### config.mk
export PLATFORM = sky130hd
export DESIGN_NAME = instr_loader
export DESIGN_NICKNAME = d
export VERILOG_FILES = /design/src/rtl/instr_loader.sv
export SDC_FILE = /design/constraint.sdc
export NUM_CORES = 1
export LEC_CHECK = 0
export CAP_MARGIN = 20
export CORE_UTILIZATION = 63
export CTS_BUF_LIST = sky130_fd_sc_hd__clkbuf_4 sky130_fd_sc_hd__clkbuf_8
export DETAILED_ROUTE_END_ITERATION = 16
export PLACE_DENSITY_LB_ADDON = 0.15
export SLEW_MARGIN = 0
export SYNTH_ARGS = -nofsm -noshare
export SYNTH_HDL_FRONTEND = slang
export SYNTH_SLANG_ARGS = --single-unit
### constraint.sdc
create_clock -name clk -period 5.09 [get_ports clk]
set_clock_uncertainty 0.05 [all_clocks]
set_input_delay 0.7635 -clock clk [delete_from_list [all_inputs] [get_ports clk]]
set_output_delay 0.7635 -clock clk [all_outputs]
set_load 0.01 [all_outputs]
### src/rtl/instr_loader.sv
// Program image loader: assembles UART RX bytes into 16-bit instructions,
// screens opcodes, writes IMEM sequentially and stalls the CPU during a load.
module instr_loader #(
    parameter int          ADDR_W      = 6,
    parameter int          TIMEOUT_CYC = 50000,
    parameter logic [7:0]  START_BYTE  = 8'hA5
) (
    input  logic              clk,
    input  logic              reset_n,
    input  logic              rx_valid,
    input  logic [7:0]        rx_data,
    output logic              imem_we,
    output logic [ADDR_W-1:0] imem_addr,
    output logic [15:0]       imem_wdata,
    output logic              cpu_hold,
    output logic              load_done,
    output logic [1:0]        load_err,
    output logic              bad_opcode
);

    // state   | meaning
    // S_IDLE  | waiting for START_BYTE, CPU free-running
    // S_COUNT | expecting word count N
    // S_HI    | expecting high byte of next word
    // S_LO    | expecting low byte; word written on the following clock
    // S_CHK   | expecting XOR checksum of all data bytes

    localparam int DEPTH = 2 ** ADDR_W;
    localparam int TMR_W = $clog2(TIMEOUT_CYC + 1);
    localparam logic [TMR_W-1:0] TMR_LOAD = TMR_W'(TIMEOUT_CYC - 1);

    localparam logic [1:0] ERR_NONE     = 2'b00;
    localparam logic [1:0] ERR_CHECKSUM = 2'b01;
    localparam logic [1:0] ERR_TIMEOUT  = 2'b10;
    localparam logic [1:0] ERR_OVERFLOW = 2'b11;

    typedef enum logic [2:0] {
        S_IDLE,
        S_COUNT,
        S_HI,
        S_LO,
        S_CHK
    } state_t;

    state_t            state;
    logic [7:0]        hi_byte;
    logic [7:0]        n_words;
    logic [ADDR_W-1:0] idx;
    logic [7:0]        chk_acc;
    logic [TMR_W-1:0]  tmr;

    logic [3:0]  lo_opcode;
    logic        lo_illegal;
    logic        lo_last;
    logic [15:0] lo_word;

    always_comb begin
        lo_opcode  = hi_byte[7:4];
        lo_illegal = (lo_opcode >= 4'hB) && (lo_opcode <= 4'hE);
        lo_word    = lo_illegal ? 16'hF000 : {hi_byte, rx_data};
        lo_last    = ((int'(idx) + 1) == int'(n_words));
    end

    always_ff @(posedge clk or negedge reset_n) begin
        if (!reset_n) begin
            state      <= S_IDLE;
            hi_byte    <= '0;
            n_words    <= '0;
            idx        <= '0;
            chk_acc    <= '0;
            tmr        <= '0;
            imem_we    <= 1'b0;
            imem_addr  <= '0;
            imem_wdata <= '0;
            cpu_hold   <= 1'b0;
            load_done  <= 1'b0;
            load_err   <= ERR_NONE;
            bad_opcode <= 1'b0;
        end else begin
            imem_we   <= 1'b0;
            load_done <= 1'b0;

            // Idle-gap timer: reloads on every byte, counts down between bytes
            if (state != S_IDLE) begin
                if (rx_valid) begin
                    tmr <= TMR_LOAD;
                end else if (tmr != '0) begin
                    tmr <= tmr - TMR_W'(1);
                end
            end

            case (state)
                S_IDLE: begin
                    if (rx_valid && (rx_data == START_BYTE)) begin
                        state      <= S_COUNT;
                        cpu_hold   <= 1'b1;
                        load_err   <= ERR_NONE;
                        bad_opcode <= 1'b0;
                        chk_acc    <= '0;
                        idx        <= '0;
                        tmr        <= TMR_LOAD;
                    end
                end

                S_COUNT: begin
                    if (rx_valid) begin
                        if (rx_data == 8'h00) begin
                            state    <= S_IDLE;
                            cpu_hold <= 1'b0;
                        end else if (int'(rx_data) > DEPTH) begin
                            state    <= S_IDLE;
                            cpu_hold <= 1'b0;
                            load_err <= ERR_OVERFLOW;
                        end else begin
                            n_words <= rx_data;
                            state   <= S_HI;
                        end
                    end
                end

                S_HI: begin
                    if (rx_valid) begin
                        hi_byte <= rx_data;
                        chk_acc <= chk_acc ^ rx_data;
                        state   <= S_LO;
                    end
                end

                S_LO: begin
                    if (rx_valid) begin
                        chk_acc    <= chk_acc ^ rx_data;
                        imem_we    <= 1'b1;
                        imem_addr  <= idx;
                        imem_wdata <= lo_word;
                        idx        <= idx + ADDR_W'(1);
                        if (lo_illegal) begin
                            bad_opcode <= 1'b1;
                        end
                        state <= lo_last ? S_CHK : S_HI;
                    end
                end

                S_CHK: begin
                    if (rx_valid) begin
                        state    <= S_IDLE;
                        cpu_hold <= 1'b0;
                        if (rx_data == chk_acc) begin
                            load_done <= 1'b1;
                        end else begin
                            load_err <= ERR_CHECKSUM;
                        end
                    end
                end

                default: begin
                    state    <= S_IDLE;
                    cpu_hold <= 1'b0;
                end
            endcase

            if ((state != S_IDLE) && !rx_valid && (tmr == '0)) begin
                state    <= S_IDLE;
                cpu_hold <= 1'b0;
                load_err <= ERR_TIMEOUT;
            end
        end
    end

endmodule
Word-level counts from Yosys, hierarchy flattened. Index checks and enable logic that the tools add are counted.

Logic and storage cells: 112. Input port bits: 11. Register bits: 77.

$add $sub $neg: 3. $lt $le $gt $ge: 3. Mux-type cells: 46. Equality and inequality tests: 21. Reductions and logical operators: 23. Bitwise operators: 3.

Operators by type and width (number): 16-bit two-way mux (6); 3-bit inequality test (second input constant) (8); 3-bit two-way mux (7); 2-bit two-way mux (9); 16-bit zero test (1); 8-bit two-way mux (2); 8-bit one-hot mux with 2 select lines (1); 16-bit nonzero test (1); 16-bit by 1-bit subtractor with 16-bit output (second input constant) (1); 3-bit one-hot mux with 5 select lines (1); 1-bit two-way mux (14); 6-bit two-way mux (2); 6-bit one-hot mux with 2 select lines (1); 5-bit AND reduction (2); 7-bit by 8-bit == test with 1-bit output (1); 8-bit == test (1); 8-bit == test (second input constant) (1); 8-bit by 7-bit > comparator with 1-bit output (second input constant) (1); 8-bit zero test (1); 4-bit AND reduction (2); 8-bit XOR (1); 6-bit by 1-bit adder with 7-bit output (second input constant) (1); 7-bit AND reduction (1); 6-bit by 1-bit adder with 6-bit output (second input constant) (1); other kinds (21) (32).

Depth between registers and ports, before layout. Gate-level depths: netlist (run 1).

Depth in word-level cells: 6. Depth in mapped cells: 8. Depth with buffers taken out: 8.

Least setup slack after synthesis (run 1). No wires, ideal clock.

Kind: input to register. Start point: input rx_data[2]. End point: register n_words[0]. Stages on the path: 6. Path buffers: 1. Required time: 4.915 ns. Setup slack: 2.690 ns. Arrival: 2.225 ns. Cells stage by stage: clkbuf_1 -> or3_1 -> o21a_1 -> nor4_2 -> nand2_2 -> mux2_2.

Longest elaborated chain between the ends: 3. Elaborated cells on any way between the ends: 5.

Ends and longest elaborated chain: start, declared (line 11) `input logic [7:0] rx_data,`; 8-bit by 7-bit > comparator with 1-bit output / 8-bit zero test (equally long branches) (line 110, 107); 1-bit inverter (no line); 4-bit AND reduction (no line) (*); end signal, assigned (line 115) `n_words <= rx_data;`; end, declared (line 47) `logic [7:0] n_words;`.

Every way passes the cells marked *; elsewhere a longest branch is shown, timed or not. A chain may end at the register's enable or synchronous reset.

Worst setup path in the final report (run 1).
Start point: input rx_valid. End point: register imem_wdata[1].

Longest elaborated chain between the ends: 1.

Ends and longest elaborated chain: start, declared (line 10) `input logic rx_valid,`; 2-bit AND reduction (no line); end signal, assigned (line 134) `imem_wdata <= lo_word;`; end, declared (line 14) `output logic [15:0] imem_wdata,`.

No other way between the ends.

==> flow_metrics.env, run 1 <==
export IMPL_yosys_cell_types_count=56
export IMPL_num_io_pins=39
export IMPL_syn_num_nets=404
export IMPL_arrival_ns=3.34
export IMPL_hold_path_class="reg -> reg"
export IMPL_vdd_ir_drop_worst_uv=386
export IMPL_tightest_slew_ns=0.947
export IMPL_syn_to_final_growth_pct=16.9
export IMPL_syn_inst=390
export IMPL_cts_root_buf="clkbuf_8"
export IMPL_clockBufferDepth=2
export IMPL_dieArea_sq_um=6380
export IMPL_setup_ws_ns=1.87
export IMPL_cts_resized=0
export IMPL_antenna_found_initial=0
export IMPL_final_net_count=440
export IMPL_final_cells=506
export IMPL_antenna_left=0
export IMPL_design_area_sq_um=4470
export IMPL_slowest_delay_ns=0.75
export IMPL_via_per_inst=5.94
export IMPL_numCtsBuffers=9
export IMPL_core_area_sq_um=5890
export IMPL_dpl_cell_count=490
export IMPL_routedWlPerCell_um=15.9
export IMPL_clock_sinks=77
export IMPL_post_synth_top_count_cell="dfrtp_1"
export IMPL_yosys_register_bits=77
export IMPL_p_total_w=0.00236
export IMPL_clkSlewWorstSetupHoldPaths_ns=0.08
export IMPL_drt_initial_drc_count=251
export IMPL_end_kind="flop"
export IMPL_route_detailed_drc=0
export IMPL_synth_top_area_share_pct=50.4
export IMPL_setup_viol=0
export IMPL_hold_buffers=0
export IMPL_cts_max_level=3
export IMPL_firstDrtPassIters=4
export IMPL_post_route_period_util_pct=63.2
export IMPL_pwr_density_cell_nw_per_um2=529
export IMPL_status="completed"
export IMPL_cpMaxStageDelayCell="clkdlybuf4s50_1"
export IMPL_avgSynthCellArea_sq_um=9.80
export IMPL_overflow=0
export IMPL_rsz0062_at_grt="no"
export IMPL_post_cts_setup_buffers=0
export IMPL_required_ns=5.21
export IMPL_grt_pass1_vias=2800
export IMPL_worst_path_buf_inv=3
export IMPL_tritoncts="done"
export IMPL_initial_core_util_pct=64.9
export IMPL_worstSetupPathType="in -> reg"
export IMPL_cp_top_family="buffers and inverters"
export IMPL_diodes=0
export IMPL_max_freq_ghz=0.311
export IMPL_finalWirelength_um=8070
export IMPL_leakagePower_nw=1.92
export IMPL_dp_slack_ns=1.55
export IMPL_cp_cell_sequence="clkdlybuf4s50_1 > nand3_1 > buf_4 > inv_2 > nand2_1 > nor2_1 > a21oi_1"
export IMPL_slew_headroom_pct=36.8
export IMPL_fin_setup_tns_ns=0
export IMPL_dpl_cell_area_sq_um=4250
export IMPL_rows=28
export IMPL_clock_latency_ns=0.34
export IMPL_synth_area_top_cells="dfrtp_1 (50%), nand2_1 (7.2%), mux2_2 (4.7%)"
export IMPL_yosysWarnings=0
export IMPL_gp_congestion=0.847
export IMPL_crit_fanout=27
export IMPL_finalHoldViolCount=0
export IMPL_grt_use_total_pct=27.2
export IMPL_fin_crit_ns=3.22
export IMPL_dp_hpwl_um=5470
export IMPL_startpoint_type="primary input"
export IMPL_die_h_um=79.9
export IMPL_port_buffers=38
export IMPL_synth_top_area_cell="dfrtp_1"
export IMPL_die_w_um=79.9
export IMPL_grt_pass1_wl_um=13300
export IMPL_ys_seq_area_share_pct=50.4
export IMPL_drv_cap=0
export IMPL_ys_flop_type="dfrtp_1"
export IMPL_grt_max_degree=78
export IMPL_netlist_area_sq_um=3820
export IMPL_drive_gt1_share_pct=11.4
export IMPL_synthTopCellsByCount="dfrtp_1 (77), nand2_1 (73), o21ai_0 (27)"
export IMPL_synth_edf_count=0
export IMPL_n_fill_cell=430
export IMPL_route_vias_total=3005
export IMPL_finalMaxSlewViolations=0
export IMPL_ys_async_sr_fraction_pct=100
## per-stage QoR
| step | utilization [%] | hold WS, ns |
|---|---|---|
| after floorplan | - | 0.405 |
| after global placement | 72.2 | 0.411 |
| after detailed placement | 72.2 | 0.419 |
| after CTS | 75.9 | 0.438 |
| after global routing | 75.9 | 0.451 |
| final | 75.9 | 0.432 |
## flip-flops by register name, indices dropped and copies added (netlist names)
register and flops:
bad_opcode 1, chk_acc 8, cpu_hold 1, hi_byte 8
idx 6, imem_addr 6, imem_wdata 16, imem_we 1
load_done 1, load_err 2, n_words 8, state 3
tmr 16
## report_power, final
part | switching (W) | total (W) | leakage (nW) | internal, W
Combinational | 0.000450 | 0.000874 | 0.845 | 0.000425
Clock | 0.000229 | 0.000508 | 0.110 | 0.000279
Sequential | 0.000174 | 0.000982 | 0.962 | 0.000808
Total | 0.000853 | 0.00236 | 1.92 | 0.00151
## cells by family after synthesis
kind of cell	after synthesis	share of synthesized area [%]
and+or+nand+nor	172	23.9
AOI/OAI and AO/OA	78	12.2
DFF	77	50.4
xor gates and xnor gates	25	5.73
buffers and inverters	18	1.83
muxes	17	4.98
adders and majority gates	3	0.982
## layout by cell type (no fill, tap or decap), types with 3 or more instances in the layout
| cell | netlist | routed |
|---|---|---|
| and2_1 | 3 | 3 |
| clkdlybuf4s50_1 | 0 | 37 |
| nand2_1 | 73 | 73 |
| or3_1 | 5 | 5 |
| nand3_1 | 6 | 6 |
| nor4_1 | 4 | 4 |
| clkbuf_8 | 0 | 9 |
| nand4_1 | 6 | 6 |
| a21o_1 | 7 | 7 |
| a22o_1 | 3 | 3 |
| o31ai_1 | 3 | 3 |
| o21ai_1 | 4 | 4 |
| nand2b_1 | 6 | 6 |
| dfrtp_1 | 77 | 77 |
| inv_1 | 3 | 3 |
| nor3_1 | 6 | 6 |
| o22ai_1 | 4 | 4 |
| nor2_1 | 26 | 26 |
| xor2_1 | 9 | 9 |
| a21oi_1 | 18 | 18 |
| xnor2_1 | 16 | 16 |
| nor4_2 | 3 | 3 |
| or4_1 | 4 | 4 |
| nor3b_1 | 9 | 9 |
| o21ai_0 | 27 | 27 |
| mux2_2 | 16 | 16 |
| ha_1 | 3 | 3 |
| a211oi_1 | 3 | 3 |
## worst register-to-register path: stages, from the launching register on
cell and delay (ns):
dfrtp_1 0.53, nor2b_1 0.40, nand3_1 0.13, buf_4 0.25, inv_2 0.37, nand2_1 0.22, nor2_1 0.71, a21oi_1 0.12
## final cells by class
type,instances,area (sq um),share of cell area (%)
multi-input combinational,295,1830,40.8
clock inverter,7,98.8,2.21
sequential,77,1930,43.1
timing repair buffer,39,385,8.62
tap,75,93.8,2.10
inverter,4,15.0,0.336
clock buffer,9,124,2.77
## final timing paths
path	startpoint	end	slack [ns]	depth (start not counted)
worst min-delay path	imem_addr[3]	imem_addr[3]	0.43	2
worst max register to register	state[2]	imem_wdata[1]	2.14	7
max in group asynchronous	reset_n	chk_acc[5]	3.86	1
worst max-delay path	rx_valid	imem_wdata[1]	1.87	7
min in group asynchronous	reset_n	imem_addr[5]	0.52	1
worst min register to register	imem_addr[3]	imem_addr[3]	0.43	2
## routing by layer
layer,share of wire [%],up-vias,GRT usage (%)
li1,-,1448,-
met1,46,1463,38.2
met2,48,80,42.7
met3,4.2,14,3.77
met4,1.5,0,10.9
met5,0,-,0
No activity file was read; power rests on OpenSTA's default activity.
==> run 2: changes to the inputs <==
- CORE_UTILIZATION: 63 -> 53
- clock period: 5.09 -> 2.9 ns (I/O delays scaled with it)
==> flow_metrics.env, run 2 (synthesis results as in run 1) <==
export IMPL_status="completed"
export IMPL_cp_cell_sequence="inv_1 > ha_1 > or3b_1 > a311o_1 > nand2b_1 > nor3_1 > xnor2_1 > nand2_1"
export IMPL_pwr_density_cell_nw_per_um2=912
export IMPL_crit_reg2reg_capture="tmr[14]"
export IMPL_via_per_inst=5.63
export IMPL_core_area_sq_um=6870
export IMPL_finalMaxSlewViolations=0
export IMPL_r2r_slack_ns=0.57
export IMPL_grt_use_total_pct=23.9
export IMPL_drive_gt1_share_pct=13.8
export IMPL_grt_max_degree=78
export IMPL_startpoint="tmr[0]"
export IMPL_hold_buffers=0
export IMPL_initial_core_util_pct=55.6
export IMPL_drt_initial_drc_count=118
export IMPL_tightest_slew_ns=0.937
export IMPL_slew_headroom_pct=37.5
export IMPL_rsz0062_at_grt="no"
export IMPL_clkSlewWorstSetupHoldPaths_ns=0.08
export IMPL_routedWlPerCell_um=15.4
export IMPL_post_cts_setup_buffers=0
export IMPL_layout_commonest_cell="dfrtp_1"
export IMPL_top_regs="imem_wdata (16), tmr (16)"
export IMPL_drv_cap=0
export IMPL_diodes=0
export IMPL_clock_sinks=77
export IMPL_grt_pass1_wl_um=13800
export IMPL_post_route_period_util_pct=80.5
export IMPL_p_total_w=0.00418
export IMPL_worstSetupPathType="reg -> reg"
export IMPL_route_detailed_drc=0
export IMPL_arrival_ns=2.51
export IMPL_cts_root_buf="clkbuf_8"
export IMPL_gp_congestion=0.829
export IMPL_port_buffers=38
export IMPL_clock_latency_ns=0.35
export IMPL_die_h_um=86.9
export IMPL_num_io_pins=39
export IMPL_antenna_found_initial=0
export IMPL_finalWirelength_um=8320
export IMPL_vdd_ir_drop_worst_uv=540
export IMPL_dp_hpwl_um=5790
export IMPL_max_freq_ghz=0.428
export IMPL_fin_setup_tns_ns=0
export IMPL_die_w_um=86.9
export IMPL_setup_viol=0
export IMPL_syn_to_final_growth_pct=20.1
export IMPL_rr_startpoint="tmr[0]"
export IMPL_crit_fanout=4
export IMPL_cpMaxStageDelayCell="dfrtp_1"
export IMPL_firstDrtPassIters=4
export IMPL_final_net_count=452
export IMPL_clockBufferDepth=2
export IMPL_final_cell_mix="dfrtp_1 (77), nand2_1 (73), clkdlybuf4s50_1 (37), o21ai_0 (27), nor2_1 (26)"
export IMPL_numCtsBuffers=9
export IMPL_end_kind="flop"
export IMPL_rows=30
export IMPL_fin_crit_ns=2.33
export IMPL_dieArea_sq_um=7560
export IMPL_cp_top_family="simple AND/OR/NAND/NOR gates"
export IMPL_startpoint_type="flop"
export IMPL_grt_pass1_vias=2845
export IMPL_slowest_delay_ns=0.40
export IMPL_antenna_left=0
export IMPL_worst_path_buf_inv=1
export IMPL_cts_max_level=3
export IMPL_cts_resized=0
export IMPL_finalHoldViolCount=0
export IMPL_leakagePower_nw=1.98
export IMPL_route_vias_total=3034
export IMPL_tritoncts="done"
export IMPL_overflow=0
export IMPL_required_ns=3.07
export IMPL_hold_path_class="in -> async"
export IMPL_rr_worst_depth=8
## run 2: power by group
part           switching (W)  leakage [nW]  internal, W
combinational       0.000776         0.904     0.000764
clock               0.000400         0.117     0.000521
sequential          0.000305         0.962      0.00142
total                0.00148          1.98      0.00270
## run 2: stage by stage
| step | utilization (%) | setup WS [ns] | instances | cell area [sq um] | hold slack, ns |
|---|---|---|---|---|---|
| floorplan | - | 0.829 | 390 | 3820 | 0.0894 |
| global placement | 63.5 | 0.295 | 523 | 4360 | 0.409 |
| detailed placement | 63.5 | 0.245 | 523 | 4360 | 0.420 |
| CTS | 66.8 | 0.581 | 539 | 4590 | 0.214 |
| global route | 66.8 | 0.440 | 539 | 4590 | 0.275 |
| finish | 66.8 | 0.565 | 539 | 4590 | 0.186 |
## run 2: layout make-up
class / count / area (sq um)
Tap cell: 96 / 120
Multi-Input combinational cell: 295 / 1830
Clock buffer: 11 / 145
Timing Repair Buffer: 51 / 475
Inverter: 4 / 15.0
Fill cell: 577 / 2280
Sequential cell: 77 / 1930
Clock inverter: 5 / 82.6
## run 2: worst max-delay path by stage
stage | to | slack [ns] | cells past startpoint
2_1_floorplan | n_words[0] | 0.83 | 6
3_3_place_gp | chk_acc[5] | 0.30 | 7
3_5_place_dp | chk_acc[5] | 0.24 | 7
4_1_cts | tmr[14] | 0.58 | 8
5_1_grt | chk_acc[5] | 0.44 | 7
6_report | tmr[14] | 0.57 | 8
## run 2: per-layer routing
| metal | wire [um] | up-vias | GRT usage [%] |
|---|---|---|---|
| met5 | 0 | - | 0 |
| met4 | 127 | 0 | 7.58 |
| met3 | 256 | 14 | 3.51 |
| met2 | 4030 | 61 | 39.4 |
| met1 | 3900 | 1493 | 32.8 |
| li1 | - | 1466 | - |
==> run 3: changes to the inputs <==
- CORE_UTILIZATION: 53 -> 59
- clock period: 2.9 -> 2.25 ns (I/O delays scaled with it)
==> flow_metrics.env, run 3 (synthesis results as in run 1) <==
export IMPL_status="completed"
export IMPL_drv_cap=0
export IMPL_drt_initial_drc_count=267
export IMPL_drive_gt1_share_pct=18.3
export IMPL_min_path_cells=2
export IMPL_route_detailed_drc=0
export IMPL_grt_pass1_vias=2915
export IMPL_routedWlPerCell_um=15.7
export IMPL_antenna_found_initial=0
export IMPL_startpoint_type="flop"
export IMPL_cts_root_buf="clkbuf_8"
export IMPL_finalWirelength_um=8470
export IMPL_clock_sinks=77
export IMPL_cpMaxStageDelayCell="dfrtp_1"
export IMPL_diodes=0
export IMPL_dp_hpwl_um=5940
export IMPL_cts_max_level=3
export IMPL_numCtsBuffers=9
export IMPL_max_freq_ghz=0.460
export IMPL_startpoint="tmr[0]"
export IMPL_tritoncts="done"
export IMPL_setup_viol=0
export IMPL_syn_to_final_growth_pct=24.3
export IMPL_rows=28
export IMPL_port_buffers=38
export IMPL_post_cts_setup_buffers=0
export IMPL_firstDrtPassIters=4
export IMPL_rr_worst_depth=7
export IMPL_arrival_ns=2.36
export IMPL_hold_path_class="reg -> reg"
export IMPL_final_cell_mix="dfrtp_1 (77), nand2_1 (74), clkdlybuf4s50_1 (37), buf_4 (34), o21ai_0 (27)"
export IMPL_final_net_count=475
export IMPL_slowest_delay_ns=0.39
export IMPL_hp_start="imem_addr[4]"
export IMPL_slew_headroom_pct=60.0
export IMPL_finalMaxSlewViolations=0
export IMPL_final_util_pct=77.9
export IMPL_overflow=0
export IMPL_worstSetupPathType="reg -> reg"
export IMPL_fin_crit_ns=2.18
export IMPL_core_area_sq_um=6100
export IMPL_clock_latency_ns=0.34
export IMPL_clkSlewWorstSetupHoldPaths_ns=0.08
export IMPL_rsz0062_at_grt="yes"
export IMPL_dieArea_sq_um=6800
export IMPL_die_w_um=82.5
export IMPL_gp_congestion=0.837
export IMPL_num_io_pins=39
export IMPL_leakagePower_nw=2.07
export IMPL_cp_cell_sequence="inv_1 > ha_1 > or3b_1 > a311o_1 > nor4_1 > o21ai_0 > a22o_1"
export IMPL_top_regs="imem_wdata (16), tmr (16)"
export IMPL_dpl_cell_count=523
export IMPL_pwr_density_cell_nw_per_um2=1130
export IMPL_initial_core_util_pct=62.7
export IMPL_post_route_period_util_pct=96.7
export IMPL_vdd_ir_drop_worst_uv=837
export IMPL_grt_use_total_pct=27.4
export IMPL_layout_commonest_cell="dfrtp_1"
export IMPL_grt_pass1_wl_um=13900
export IMPL_end_kind="flop"
export IMPL_r2r_slack_ns=0.07
export IMPL_rr_startpoint="tmr[0]"
export IMPL_antenna_left=0
export IMPL_required_ns=2.44
export IMPL_grt_max_degree=41
export IMPL_finalHoldViolCount=0
export IMPL_route_vias_total=3195
export IMPL_crit_fanout=3
export IMPL_crit_reg2reg_capture="tmr[10]"
export IMPL_n_fill_cell=437
export IMPL_clockBufferDepth=2
export IMPL_tightest_slew_ns=0.595
export IMPL_p_total_w=0.00538
export IMPL_die_h_um=82.5
export IMPL_via_per_inst=5.92
export IMPL_final_cells=540
export IMPL_min_to="imem_addr[4]"
[run 3: per-stage QoR]
stage | setup TNS, ns | setup slack, ns | instance area [sq um] | hold WS [ns]
2_1_floorplan | 0 | 0.205 | 3820 | -0.00809
3_3_place_gp | -4.59 | -0.269 | 4510 | 0.286
3_5_place_dp | -6.39 | -0.302 | 4510 | 0.288
4_1_cts | 0 | 0.0108 | 4700 | 0.430
5_1_grt | -0.0708 | -0.0385 | 4750 | 0.443
6_report | 0 | 0.0750 | 4750 | 0.423
[run 3: worst max-delay path: cells and delay by family (launching register included)]
family,cells,cell delay (ns)
AO/OA/AOI/OAI,3,0.74
AND/OR/NAND/NOR,2,0.64
flip-flops,1,0.39
adder cells (fa/ha/maj),1,0.17
buffers and inverters,1,0.08
[run 3: worst max path at each step]
stage / end / cells past startpoint
2_1_floorplan: tmr[14] / 8
3_3_place_gp: chk_acc[5] / 7
3_5_place_dp: chk_acc[5] / 7
4_1_cts: tmr[14] / 8
5_1_grt: tmr[10] / 7
6_report: tmr[10] / 7
[run 3: final cells by class]
type	count	area (sq um)	area share [%]
inverters	4	15.0	0.316
clock buffers	9	124	2.61
well taps	75	93.8	1.98
flip-flops and latches	77	1930	40.6
repair buffers	73	656	13.8
multi-input cells	296	1870	39.4
clock inverters	6	63.8	1.34
[run 3: report_power, final]
part | internal [W] | switching [W] | total, W | leakage [nW]
combinational | 0.00109 | 0.00107 | 0.00216 | 1.02
sequential | 0.00183 | 0.000369 | 0.00220 | 0.962
clock | 0.000506 | 0.000514 | 0.00102 | 0.0915
[run 3: layer usage]
metal	wire length, um	track usage [%]
met4	119	9.31
met5	0	0
met2	4170	43.7
met1	3860	37.8
met3	317	4.84
[run 3: timing repair]
action	4_1_cts	5_1_grt
resized for setup	0	7
hold endpoints to repair	37	0
hold buffers	1	0
setup endpoints to repair	0	13
